`src/rtl/pipeline_sequencer_pkg.sv`:
```
// pipeline_sequencer_pkg: shared sequencer state encoding and default memory timeout
package pipeline_sequencer_pkg;
    typedef enum logic [1:0] {RUN, MEM_WAIT, HALTED, ERROR} seq_state_e;
    localparam int DEFAULT_MEM_TIMEOUT = 255;
endpackage

```
`src/rtl/pipeline_sequencer_dmem_handshake.sv`:
```
// dmem_handshake: data-memory stall detection and MEM_WAIT timeout counter
module dmem_handshake
    import pipeline_sequencer_pkg::*;
#(
    parameter int MEM_TIMEOUT = DEFAULT_MEM_TIMEOUT
) (
    input  logic       clk,
    input  logic       n_reset,
    input  seq_state_e state,
    input  logic       mem_op,
    input  logic       ack,
    output logic       mem_stall,
    output logic       timeout
);
    localparam int TW = $clog2(MEM_TIMEOUT + 1);
    logic [TW-1:0] wait_cnt;
    logic waiting;
    assign waiting   = (state == MEM_WAIT) && !ack;
    assign mem_stall = ((state == RUN) && mem_op && !ack) || waiting;
    // the cycle that would push the count to MEM_TIMEOUT is the last one spent waiting
    assign timeout   = waiting && (wait_cnt == TW'(MEM_TIMEOUT - 1));
    // count unacknowledged MEM_WAIT cycles; any other cycle clears the count
    always_ff @(posedge clk) begin
        if (!n_reset) wait_cnt <= '0;
        else          wait_cnt <= waiting ? wait_cnt + 1'b1 : '0;
    end
endmodule

```
`src/rtl/pipeline_sequencer.sv`:
```
// pipeline_sequencer: pipeline stall/flush sequencer; PIPELINE_PERF_CNT_EN enables saturating perf counters
module pipeline_sequencer
    import pipeline_sequencer_pkg::*;
#(
    parameter int MEM_TIMEOUT = DEFAULT_MEM_TIMEOUT,
    parameter int CNT_W       = 16
) (
    input  logic             clk,
    input  logic             n_reset,
    input  logic             bubble_i,
    input  logic             branch_taken_i,
    input  logic             mem_op_xm_i,
    input  logic             dmem_ack_i,
    input  logic             halt_i,
    output logic             dmem_req_o,
    output logic             pc_en_o,
    output logic             fd_en_o,
    output logic             dx_en_o,
    output logic             xm_en_o,
    output logic             fd_flush_o,
    output logic             dx_flush_o,
    output logic             xm_flush_o,
    output logic             mw_flush_o,
    output logic             halted_o,
    output logic             mem_timeout_o,
    output logic [CNT_W-1:0] stall_cnt_o,
    output logic [CNT_W-1:0] flush_cnt_o
);
    seq_state_e state;
    logic mem_stall, timeout, take_branch;

    dmem_handshake #(.MEM_TIMEOUT(MEM_TIMEOUT)) u_hs (
        .clk       (clk),
        .n_reset   (n_reset),
        .state     (state),
        .mem_op    (mem_op_xm_i),
        .ack       (dmem_ack_i),
        .mem_stall (mem_stall),
        .timeout   (timeout)
    );

    // a branch is honoured only when neither a memory stall nor a bubble masks it
    assign take_branch = n_reset && (state == RUN) && !mem_stall && !bubble_i && branch_taken_i;

    // enables, flushes and memory request decoded from state and current inputs
    always_comb begin
        dmem_req_o = 1'b0;
        {pc_en_o, fd_en_o, dx_en_o, xm_en_o} = 4'b0000;
        {fd_flush_o, dx_flush_o, xm_flush_o, mw_flush_o} = 4'b0000;
        if (!n_reset) begin
            {fd_flush_o, dx_flush_o, xm_flush_o, mw_flush_o} = 4'b1111;
        end else if (state == RUN) begin
            dmem_req_o = mem_op_xm_i;
            if (mem_stall) begin
                mw_flush_o = 1'b1;
            end else if (bubble_i) begin
                xm_en_o    = 1'b1;
                xm_flush_o = 1'b1;
            end else begin
                {pc_en_o, fd_en_o, dx_en_o, xm_en_o} = 4'b1111;
                fd_flush_o = take_branch;
                dx_flush_o = take_branch;
            end
        end else if (state == MEM_WAIT) begin
            dmem_req_o = 1'b1;
            mw_flush_o = mem_stall;
            {pc_en_o, fd_en_o, dx_en_o, xm_en_o} = {4{!mem_stall}};
        end
    end

    // sequencer FSM with registered halt and timeout flags; HALTED and ERROR hold until reset
    always_ff @(posedge clk) begin
        if (!n_reset) begin
            state         <= RUN;
            halted_o      <= 1'b0;
            mem_timeout_o <= 1'b0;
        end else if (state == RUN) begin
            if (mem_stall) begin
                state <= MEM_WAIT;
            end else if (!bubble_i && !branch_taken_i && halt_i) begin
                state    <= HALTED;
                halted_o <= 1'b1;
            end
        end else if (state == MEM_WAIT) begin
            if (timeout) begin
                state         <= ERROR;
                mem_timeout_o <= 1'b1;
            end else if (!mem_stall) begin
                state <= RUN;
            end
        end
    end

`ifdef PIPELINE_PERF_CNT_EN
    logic [CNT_W-1:0] stall_cnt, flush_cnt;
    logic stall_ev;
    assign stall_ev    = ((state == RUN) || (state == MEM_WAIT)) && !pc_en_o;
    assign stall_cnt_o = stall_cnt;
    assign flush_cnt_o = flush_cnt;
    // saturating counts of frozen-PC cycles and honoured branch flushes
    always_ff @(posedge clk) begin
        if (!n_reset) begin
            stall_cnt <= '0;
            flush_cnt <= '0;
        end else begin
            if (stall_ev && !(&stall_cnt)) stall_cnt <= stall_cnt + 1'b1;
            if (take_branch && !(&flush_cnt)) flush_cnt <= flush_cnt + 1'b1;
        end
    end
`else
    assign stall_cnt_o = '0;
    assign flush_cnt_o = '0;
`endif
endmodule

```
`config.mk`:
```
export PLATFORM = sky130hd
export DESIGN_NAME = pipeline_sequencer
export DESIGN_NICKNAME = d
export VERILOG_FILES = /design/src/rtl/pipeline_sequencer_pkg.sv /design/src/rtl/pipeline_sequencer_dmem_handshake.sv /design/src/rtl/pipeline_sequencer.sv
export SDC_FILE = /design/constraint.sdc
export NUM_CORES = 1
export LEC_CHECK = 0
export CAP_MARGIN = 20
export CELL_PAD_IN_SITES_DETAIL_PLACEMENT = 1
export CELL_PAD_IN_SITES_GLOBAL_PLACEMENT = 1
export CORE_AREA = 2 2 61 63
export DETAILED_ROUTE_END_ITERATION = 10
export DIE_AREA = 0 0 63 65
export GPL_TIMING_DRIVEN = 0
export PLACE_DENSITY = 0.75
export SLEW_MARGIN = 10
export SYNTH_ARGS = -nofsm -noshare
export SYNTH_HDL_FRONTEND = slang
export SYNTH_HIERARCHICAL = 1
export SYNTH_SLANG_ARGS = --single-unit
```
`constraint.sdc`:
```
create_clock -name clk -period 2.5 [get_ports clk]
set_input_delay 0.75 -clock clk [delete_from_list [all_inputs] [get_ports clk]]
set_output_delay 0.75 -clock clk [all_outputs]
set_load 0.02 [all_outputs]
```
* Yosys cells after proc, flatten, opt, wreduce, memory -nomap -nowiden
Index checks and enable logic that the tools add are counted.
** Cells by class
- Shift operators :: 0
- Bitwise logic cells :: 2
- Add/subtract/negate cells :: 1
- Multipliers :: 0
- Div/mod/pow operators :: 0
- Equal/unequal tests :: 4
- Multiplexer cells :: 29
- Reduce and logical (&&, ||, !) cells :: 21
- Magnitude comparators :: 0
** Operators by type and width (count)
- 1-bit 2-to-1 mux :: 23
- 2-bit 2-to-1 mux :: 6
- 1-bit logical AND :: 10
- 3-bit AND reduction :: 3
- 8-bit by 1-bit adder with 8-bit output, second input constant :: 1
- 8-bit equality test, second input constant :: 1
- 1-bit zero test :: 4
- 3-bit by 1-bit inequality test with 1-bit output, second input constant :: 1
- 3-bit by 2-bit inequality test with 1-bit output, second input constant :: 1
- 2-bit by 1-bit equality test with 1-bit output, second input constant :: 1
- 2-bit zero test :: 1
- 1-bit NOT :: 2
- 2-bit AND reduction :: 1
- 2-bit nonzero test :: 1
- 1-bit logical OR :: 1
** Storage, ports and cells
- Bits in latches :: 0
- RAM bits :: 0
- Bits in read-only memories :: 0
- Register bits after elaboration :: 12
- Memories kept :: 0
- Input bits :: 7
- Output and inout bits :: 43

* Depth between registers and ports, before layout
- Depth after elaboration :: 12
- Depth in mapped cells :: 6

* Modules after synthesis
Netlist, hierarchy kept.
** Modules (own cells, without submodules)
- pipeline_sequencer :: times used 1, area each 481.7 um2, seq. area each 80.1 um2, cells an instance 64
- dmem_handshake :: times used 1, area each 341.6 um2, seq. area each 160.2 um2, cells an instance 40

* Worst setup path after synthesis
Ideal clock, no wire load.
- Kind :: input port to output port
- Start point :: input port mem_op_xm_i
- End point :: output port fd_flush_o
- Cell stages on the path :: 4
- Data required time :: 1.750 ns
- Slack :: -0.142 ns
- Data arrival time :: 1.892 ns
- Cell sequence :: o21a_1 -> or3_4 -> o21ai_1 -> buf_4
** On the way
- Word-level cells in the longest chain between the ends :: 11
** RTL lines
- start: declaration :: RTL line pipeline_sequencer.sv:12 : input logic mem_op_xm_i,
- 1-bit logical AND (*) (2 in series) :: RTL line pipeline_sequencer_dmem_handshake.sv:19 : assign mem_stall = ((state == RUN) && mem_op && !ack) || waiting;
- 1-bit logical OR (*) :: RTL line pipeline_sequencer_dmem_handshake.sv:19
- 1-bit zero test
- 1-bit logical AND (3 in series) :: RTL line pipeline_sequencer.sv:43 : assign take_branch = n_reset && (state == RUN) && !mem_stall && !bubble_i && branch_taken_i;
- 1-bit 2-to-1 mux
- 1-bit 2-to-1 mux (*) (3 in series)
- end: declaration :: RTL line pipeline_sequencer.sv:20 : output logic fd_flush_o,
Every way passes the cells marked *; elsewhere a longest branch is shown, timed or not.

* Final worst setup path
- Start point :: input port mem_op_xm_i
- End point :: output port fd_flush_o
** On the way
- Word-level cells in the longest chain between the ends :: 11
** RTL lines
- 1-bit logical AND (*) (2 in series) :: RTL line pipeline_sequencer_dmem_handshake.sv:19
- 1-bit logical OR (*) :: RTL line pipeline_sequencer_dmem_handshake.sv:19
- net mem_stall :: RTL line pipeline_sequencer.sv:30 : logic mem_stall, timeout, take_branch;
- 1-bit zero test
- 1-bit logical AND (3 in series) :: RTL line pipeline_sequencer.sv:43
- 1-bit 2-to-1 mux :: RTL line pipeline_sequencer.sv:56 : end else if (bubble_i) begin
- 1-bit 2-to-1 mux (*) :: RTL line pipeline_sequencer.sv:54 : if (mem_stall) begin
- 1-bit 2-to-1 mux (*) :: RTL line pipeline_sequencer.sv:52 : end else if (state == RUN) begin
- 1-bit 2-to-1 mux (*) :: RTL line pipeline_sequencer.sv:50 : if (!n_reset) begin
The timed path passes the listed nets; every way through them passes the cells marked *.

==> results.tsv <==
stage	metric	value	unit
sta	highest clock rate	392.2	MHz
clock_network	H-tree Lvls	1	
sta	sum of negative setup slack	-49.89	ps
global_routing	Overflow after GRT	0	
setup_path	crit path max fanout	3	
synth	count of different cell masters after synthesis	23	
detailed_routing	TritonRoute pass-1 iters	2	
finish	NumNets Final	170	
synth	syn_area_per_cell	7.916	um^2
floorplanning	Initial Util	23.55	%
floorplanning	core area	3496	um^2
detailed_routing	routed via count	786	
synth	Synth Warn #	6	
setup_path	Startpoint Class	input port	
placement	HPWL Detailed	1.660	mm
detailed_routing	vias per inst	3.779	
sta	fin crit period	2550	ps
global_routing	largest net degree at the start of global routing	11	
synth	Seq/Total Area, Yosys	29.18	%
finish	Core Util, Final	35.61	%
placement	GPL Wtd Cong	0.6906	
setup_path	Critical Path RT	1750	ps
setup_path	critical path arrival	1800	ps
clock_network	worst-skew pair later-pin latency	270	ps
sta	clk_skew	0.9400	ps
global_routing	Total GRT Usage	10.54	%
run	MaxCap Viol Count	0	
synth	Mapped Cells	104	
status	status	finished, violations left	
finish	post-route insts no fill	208	
synth	synthesized area	823.3	um^2
synth	post-synth top area share	31.91	%
power	peak supply drop	0.0001166	V
sta	Fin. Hold Viols	0	
synth	FF+latch count, synth	12	
floorplanning	DIE HEIGHT	65	um
sta	final period utilization	102.0	%
detailed_routing	antenna viol nets, final	0	
power	Pwr Density	419.7	nW/um^2
clock_network	# hold bufs at CTS	0	
floorplanning	Rows	22	
clock_network	CTS tree	built	
setup_path	Critical Path Sink Type	output pin	
setup_path	Setup CP Type	in2out	
status	failing checks	setup timing	
hold_path	Hold Crit Depth	2	
setup_path	R2R cell count	6	
clock_network	TritonCTS buffer count	3	
global_routing	initial antenna violation count	0	
clock_network	CTS Buffer Depth	2	
floorplanning	die area	4095	um^2
finish	Area Overhead vs Synth	51.22	%
clock_network	clock sink count	12	
finish	share of cells above drive strength 1	36.25	%
sta	RSZ-0062 raised after global routing	yes	
synth	largest area contributor in the netlist	buf_4	
placement	pre-CTS WS	-964.4	ps
detailed_routing	Post-Route WL	2.113	mm
detailed_routing	drt initial violations	28	
finish	ANT cells	0	
floorplanning	Die Wd	63	um
synth	Synth area leaders	buf_4, dfxtp_1, nor2_1, a21oi_1, ha_1	
placement	Port Buffers	17	
detailed_routing	DRC Markers	0	
sta	setup ws final	-49.89	ps
clock_network	CTS clk-pin slew, worst paths	70	ps
global_routing	global-route wire length before repair	3.429	mm
power	P_leak	0.6108	nW
detailed_routing	Routed WL per cell	10.16	um
global_routing	vias in the first global route	748	
sta	max-slew violation count	0	
sta	Final setup violation count	1	
placement	Inst Count DP	200	
clock_network	root buf cell	clkbuf_4	
floorplanning	IO Count	50	
hold_path	Hold Path Class	reg2reg	
-- layout by cell type (no fill, tap or decap), types with 2 or more instances in the layout --
| master | Yosys | layout |
|---|---|---|
| a21oi_1 | 6 | 6 |
| buf_2 | 0 | 5 |
| buf_4 | 35 | 39 |
| buf_6 | 0 | 4 |
| clkbuf_4 | 0 | 3 |
| clkdlybuf4s50_1 | 0 | 4 |
| conb_1 | 1 | 32 |
| dfxtp_1 | 12 | 12 |
| dlygate4sd2_1 | 0 | 3 |
| ha_1 | 2 | 2 |
| inv_1 | 4 | 4 |
| nand2_1 | 5 | 5 |
| nand2b_1 | 3 | 3 |
| nand3_1 | 5 | 5 |
| nor2_1 | 9 | 8 |
| o21ai_0 | 4 | 4 |
| o21ai_1 | 3 | 2 |
| or3_1 | 3 | 3 |
| xor2_1 | 2 | 2 |
-- report_power, final --
| group | switching (mW) | total, mW | internal [mW] | leakage, nW |
|---|---|---|---|---|
| clock network | 0.0636 | 0.152 | 0.0884 | 0.0210 |
| logic | 0.0943 | 0.171 | 0.0771 | 0.493 |
| registers | 0.00524 | 0.199 | 0.194 | 0.0970 |
| total | 0.163 | 0.523 | 0.359 | 0.611 |
-- routing by layer --
metal  vias up  GRT usage (%)  wire, um
met3         0          3.646       173
met4         0          2.500         0
li1        388              -         -
met5         -              0         0
met2        34          21.28      1226
met1       364          10.05       713
-- flip-flops by register name (all words and copies together) (netlist names) --
| signal | flops |
|---|---|
| halted_o | 1 |
| mem_timeout_o | 1 |
| state | 2 |
| u_hs/wait_cnt | 8 |
-- stage by stage --
step | hold slack (ps) | cell area [um^2] | power (mW)
6_report | 485.8 | 1245 | 0.5225
5_1_grt | 505.2 | 1245 | 0.5489
4_1_cts | 453.9 | 1250 | 0.5287
3_5_place_dp | 442.9 | 1179 | 0.3660
3_3_place_gp | 437.0 | 1179 | 0.3629
2_1_floorplan | 429.7 | 948.4 | 0.3250
-- what timing repair did --
action,4_1_cts,5_1_grt
gates resized for setup,52,3
pin swaps,5,4
buffers inserted,3,1
setup endpoints to repair,9,7
-- cells by family (layout without fill, tap and decap cells) --
| kind of cell | count (synthesis) | in the layout | share of synthesized area (%) |
|---|---|---|---|
| flip-flops | 12 | 12 | 29.18 |
| buffers and inverters | 39 | 64 | 33.74 |
| XOR/XNOR | 3 | 3 | 3.192 |
| other | 1 | 32 | 0.4555 |
| AO/OA/AOI/OAI | 15 | 15 | 9.879 |
| AND/OR/NAND/NOR | 32 | 32 | 20.52 |
| adder cells (fa/ha/maj) | 2 | 2 | 3.039 |
-- cells in the mapped netlist --
cell type and number:
buf_4 35, dfxtp_1 12, nor2_1 9, a21oi_1 6, nand2_1 5, nand3_1 5
inv_1 4, o21ai_0 4, nand2b_1 3, o21ai_1 3, or3_1 3, ha_1 2
nor3_1 2, xor2_1 2, and2b_1 1, conb_1 1, nand3b_1 1, nand4_1 1
nand4bb_1 1, o21a_1 1, o32ai_1 1, or3_4 1, xnor2_1 1
-- path summary, 6_finish.rpt --
kind	endpoint	slack, ps	startpoint
max	fd_flush_o	-50	mem_op_xm_i
min	mem_timeout_o	490	mem_timeout_o
max reg2reg	state[0]	1070	u_hs/wait_cnt[0]
min reg2reg	mem_timeout_o	490	mem_timeout_o
-- final cells by class --
class / count / area, um^2
fill: 457 / 2251
timing repair buffer: 21 / 173.9
sequential: 12 / 240.2
clock buffer: 4 / 36.28
tap: 48 / 60.06
multi-input combinational: 84 / 452.9
buffer: 35 / 266.5
inverter: 4 / 15.01
-- critical path, stage by stage --
cell     delay (ps)
buf_6            90
o21a_4          190
or3_4           360
o21ai_4         190
buf_6           110
buf_6           100
Note: power is estimated with default switching activity, not from simulation.
==> RTL change 1, RTL diff (same flow settings) <==
The 4 states of `seq_state_e` get a Gray code encoding in 2 bits.
--- a/src/rtl/pipeline_sequencer_pkg.sv
+++ b/src/rtl/pipeline_sequencer_pkg.sv
@@ -1,5 +1,5 @@
 // pipeline_sequencer_pkg: shared sequencer state encoding and default memory timeout
 package pipeline_sequencer_pkg;
-    typedef enum logic [1:0] {RUN, MEM_WAIT, HALTED, ERROR} seq_state_e;
+    typedef enum logic [1:0] {RUN = 2'b00, MEM_WAIT = 2'b01, HALTED = 2'b11, ERROR = 2'b10} seq_state_e;
     localparam int DEFAULT_MEM_TIMEOUT = 255;
 endpackage
Check against the original RTL: same outputs for any inputs over 10 cycles, from zero or initial values and one cycle with n_reset low; not proved beyond that.
==> RTL change 1 against the unedited design <==
- sequential cell count did not move
- critical path type unchanged
- final area increased by 1.0%
- synthesized area is 1.5% higher
- final cell count is 1.9% higher
- setup slack better by 0.11 ns
- critical path depth down 1
- power rose by 3.1%
- routed wire length fell by 11%
==> RTL change 1: results (changes against the unedited design) <==
| Metric | Value |
|---|---|
| Detailed Route WL | `1.89 mm (was 2.11 mm)` |
| GR Util met2 | `0.188 (was 0.213)` |
| DRT iter0 DRCs | `10 (was 28)` |
| H-tree levels | `1 (unchanged)` |
| Main area contributors after synthesis | `buf_4 (31%), dfxtp_1 (29%), nor2_1 (4.9%) (was buf_4 (32%), dfxtp_1 (29%), nor2_1 (4.1%))` |
| Root Buffer | `clkbuf_4 (unchanged)` |
| Avg Cell Area, Syn | `7.74 µm² (was 7.92 µm²)` |
| Pre-CTS setup slack | `-0.848 ns (was -0.964 ns)` |
| Pre-Repair DR Iteration Count | `3 (was 2)` |
| Fin Clk Skew | `0.00507 ns (was 0.000940 ns)` |
| DR vias | `788 (was 786)` |
| P_leak | `0.619 nW (was 0.611 nW)` |
| I/O Buffers | `17 (unchanged)` |
| Share of post-route cells with drive strength above 1 | `0.378 (was 0.363)` |
| Register area share after synthesis | `0.287 (was 0.292)` |
| Largest net degree at the start of global routing | `9 (was 11)` |
| Worst vdd ir | `0.116 mV (was 0.117 mV)` |
| Worst EP arrival | `1.69 ns (was 1.80 ns)` |
| Filler cells | `448 (was 457)` |
| Clk buf depth | `2 (unchanged)` |
| Status | `finished, final reports clean (was finished, violations left)` |
| Placed instance count | `204 (was 200)` |
| Skew-Pair Late Insertion Delay | `0.27 ns (about the same)` |
| Initial antenna violation count | `0 (unchanged)` |
| Synth Area in Compound Gates | `0.114 (was 0.0988)` |
| Met1 GRT Util | `0.0908 (was 0.101)` |
| Ys Warns | `6 (unchanged)` |
| Clock slew at reported path FFs | `around 0.08 ns` |
| Met3 GRT Util | `0.0313 (was 0.0365)` |
| Worst Hold Class | `flip-flop to flip-flop (unchanged)` |
| Cts bufs inserted | `3 (unchanged)` |
| Top_reg_cell synth | `dfxtp_1 (unchanged)` |
| GP Congestion | `0.747 (was 0.691)` |
| Synth Area in XOR/XNOR | `0.0314 (was 0.0319)` |
| Ys async rst share | `0 (unchanged)` |
| Gr usage total | `0.0949 (was 0.105)` |
| Final-stage net count | `174 (was 170)` |
| Top cells by count, synth | `buf_4 (35), dfxtp_1 (12), nor2_1 (11) (was buf_4 (35), dfxtp_1 (12), nor2_1 (9))` |
| Antenna cells | `0 (unchanged)` |
| Largest regs | `u_hs/wait_cnt: 8 flops, state: 2 flops (unchanged)` |
| ANT nets after route | `0 (unchanged)` |
| Global-route wire length before repair | `3.11 mm (was 3.43 mm)` |
| Synth unique cells | `24 (was 23)` |
| Portion of netlist area occupied by mux cells | `0 (unchanged)` |
| Max FO, Critical Path | `4 (was 3)` |
| Gr busiest metal | `met2 (unchanged)` |
| DP HPWL | `1.50 mm (was 1.66 mm)` |
| Number of global-route vias before repair | `777 (was 748)` |
| DR WL/cell | `8.90 µm (was 10.2 µm)` |
| Adder-cell share of the synthesized area | `0.0299 (was 0.0304)` |
[RTL change 1: layer usage]
layer  vias up  wire length (µm)
met5         -                 0
met4         0                26
li1        400                 -
met1       352               725
met3         4               124
met2        32              1010
[RTL change 1: stage by stage]
stage	power [W]	instance area, µm²	util	hold WS [ns]
final	0.000539	1260	0.360	0.466
after detailed placement	0.000379	1190	0.340	0.456
after global routing	0.000568	1260	0.360	0.503
after global placement	0.000377	1190	0.340	0.441
after CTS	0.000538	1250	0.358	0.473
after floorplan	0.000334	957	-	0.430
[RTL change 1: cell type report]
type,instances,share of cell area
Inverter,4,0.0119
Sequential cell,12,0.191
Multi-Input combinational cell,87,0.364
Buffer,36,0.213
Tap cell,48,0.0478
Timing Repair Buffer,21,0.143
Clock buffer,4,0.0289
[RTL change 1: worst paths after layout]
check	from	end	slack (ns)	cells past startpoint
max	mem_op_xm_i	fd_en_o	0.06	5
min	u_hs/wait_cnt[0]	u_hs/wait_cnt[0]	0.47	1
max reg2reg	state[1]	state[0]	0.82	8
min reg2reg	u_hs/wait_cnt[0]	u_hs/wait_cnt[0]	0.47	1
[RTL change 1: where the power goes]
group	internal [W]	switching (W)
clock network	0.0000886	0.0000651
registers	0.000195	0.00000529
logic	0.0000826	0.000102
total	0.000366	0.000173
[RTL change 1: cell families after synthesis]
kind of cell,count (synthesis)
xor gates and xnor gates,3
AOI/OAI and AO/OA,16
other,1
and+or+nand+nor,34
buffers and inverters,40
adders and majority gates,2
DFF,12
[RTL change 1: critical path, cell delays in order]
cell	delay [ns]
clkdlybuf4s15_2	0.20
o21a_4	0.22
a211oi_2	0.26
buf_4	0.16
buf_6	0.10
[RTL change 1: what timing repair did]
action	4_1_cts	5_1_grt
resized for setup	52	6
pin swaps	5	5
endpoints found under the setup margin	9	5
buffers inserted	3	1
gates cloned	0	0
==> RTL change 2, RTL diff (config.mk and constraints unchanged) <==
Without the edit above. Build with the macro `PIPELINE_PERF_CNT_EN` defined.
--- a/src/rtl/pipeline_sequencer.sv
+++ b/src/rtl/pipeline_sequencer.sv
@@ -1,3 +1,5 @@
 // pipeline_sequencer: pipeline stall/flush sequencer; PIPELINE_PERF_CNT_EN enables saturating perf counters
+`define PIPELINE_PERF_CNT_EN
+
 module pipeline_sequencer
     import pipeline_sequencer_pkg::*;
Function: changed (a bounded check fails within 4 cycles, from zero or initial values and one cycle with n_reset low).
==> RTL change 2 against the unedited design <==
- the flow now stops in global placement (3_3_place_gp)
- synthesized area rose to 2.6 times the old value
==> RTL change 2: results (changes against the unedited design) <==
| Metric | Value |
|---|---|
| Error Message | `[ERROR GPL-0301] Utilization 112.023 % exceeds 100%.` |
| Exit stage | `global placement (3_3_place_gp)` |
| Status | `aborted with a tool error (was finished, violations left)` |
| Register area share after synthesis | `0.407 (was 0.292)` |
| I/O Buffers | `49 (was 17)` |
| Top cells by count, synth | `dfxtp_1 (44), nor2_1 (35), nand2_1 (28) (was buf_4 (35), dfxtp_1 (12), nor2_1 (9))` |
| Synth Net Count | `268` |
| Mapped Cells | `257 (was 104)` |
| Ys async rst share | `0 (unchanged)` |
| Post-synthesis sequential element count | `44 (was 12)` |
| Main area contributors after synthesis | `dfxtp_1 (41%), nor2_1 (6.1%), xor2_1 (5.7%) (was buf_4 (32%), dfxtp_1 (29%), nor2_1 (4.1%))` |
| Synth unique cells | `40 (was 23)` |
| Ys Warns | `6 (unchanged)` |
| # rows | `22 (unchanged)` |
-- RTL change 2: kinds of logic after synthesis --
family / after synthesis / share of synthesized area
AND/OR/NAND/NOR: 132 / 0.316
flip-flops: 44 / 0.407
AO/OA/AOI/OAI: 34 / 0.105
XOR/XNOR: 23 / 0.0931
buffers and inverters: 17 / 0.0416
adder cells (fa/ha/maj): 4 / 0.0231
multiplexers: 3 / 0.0139
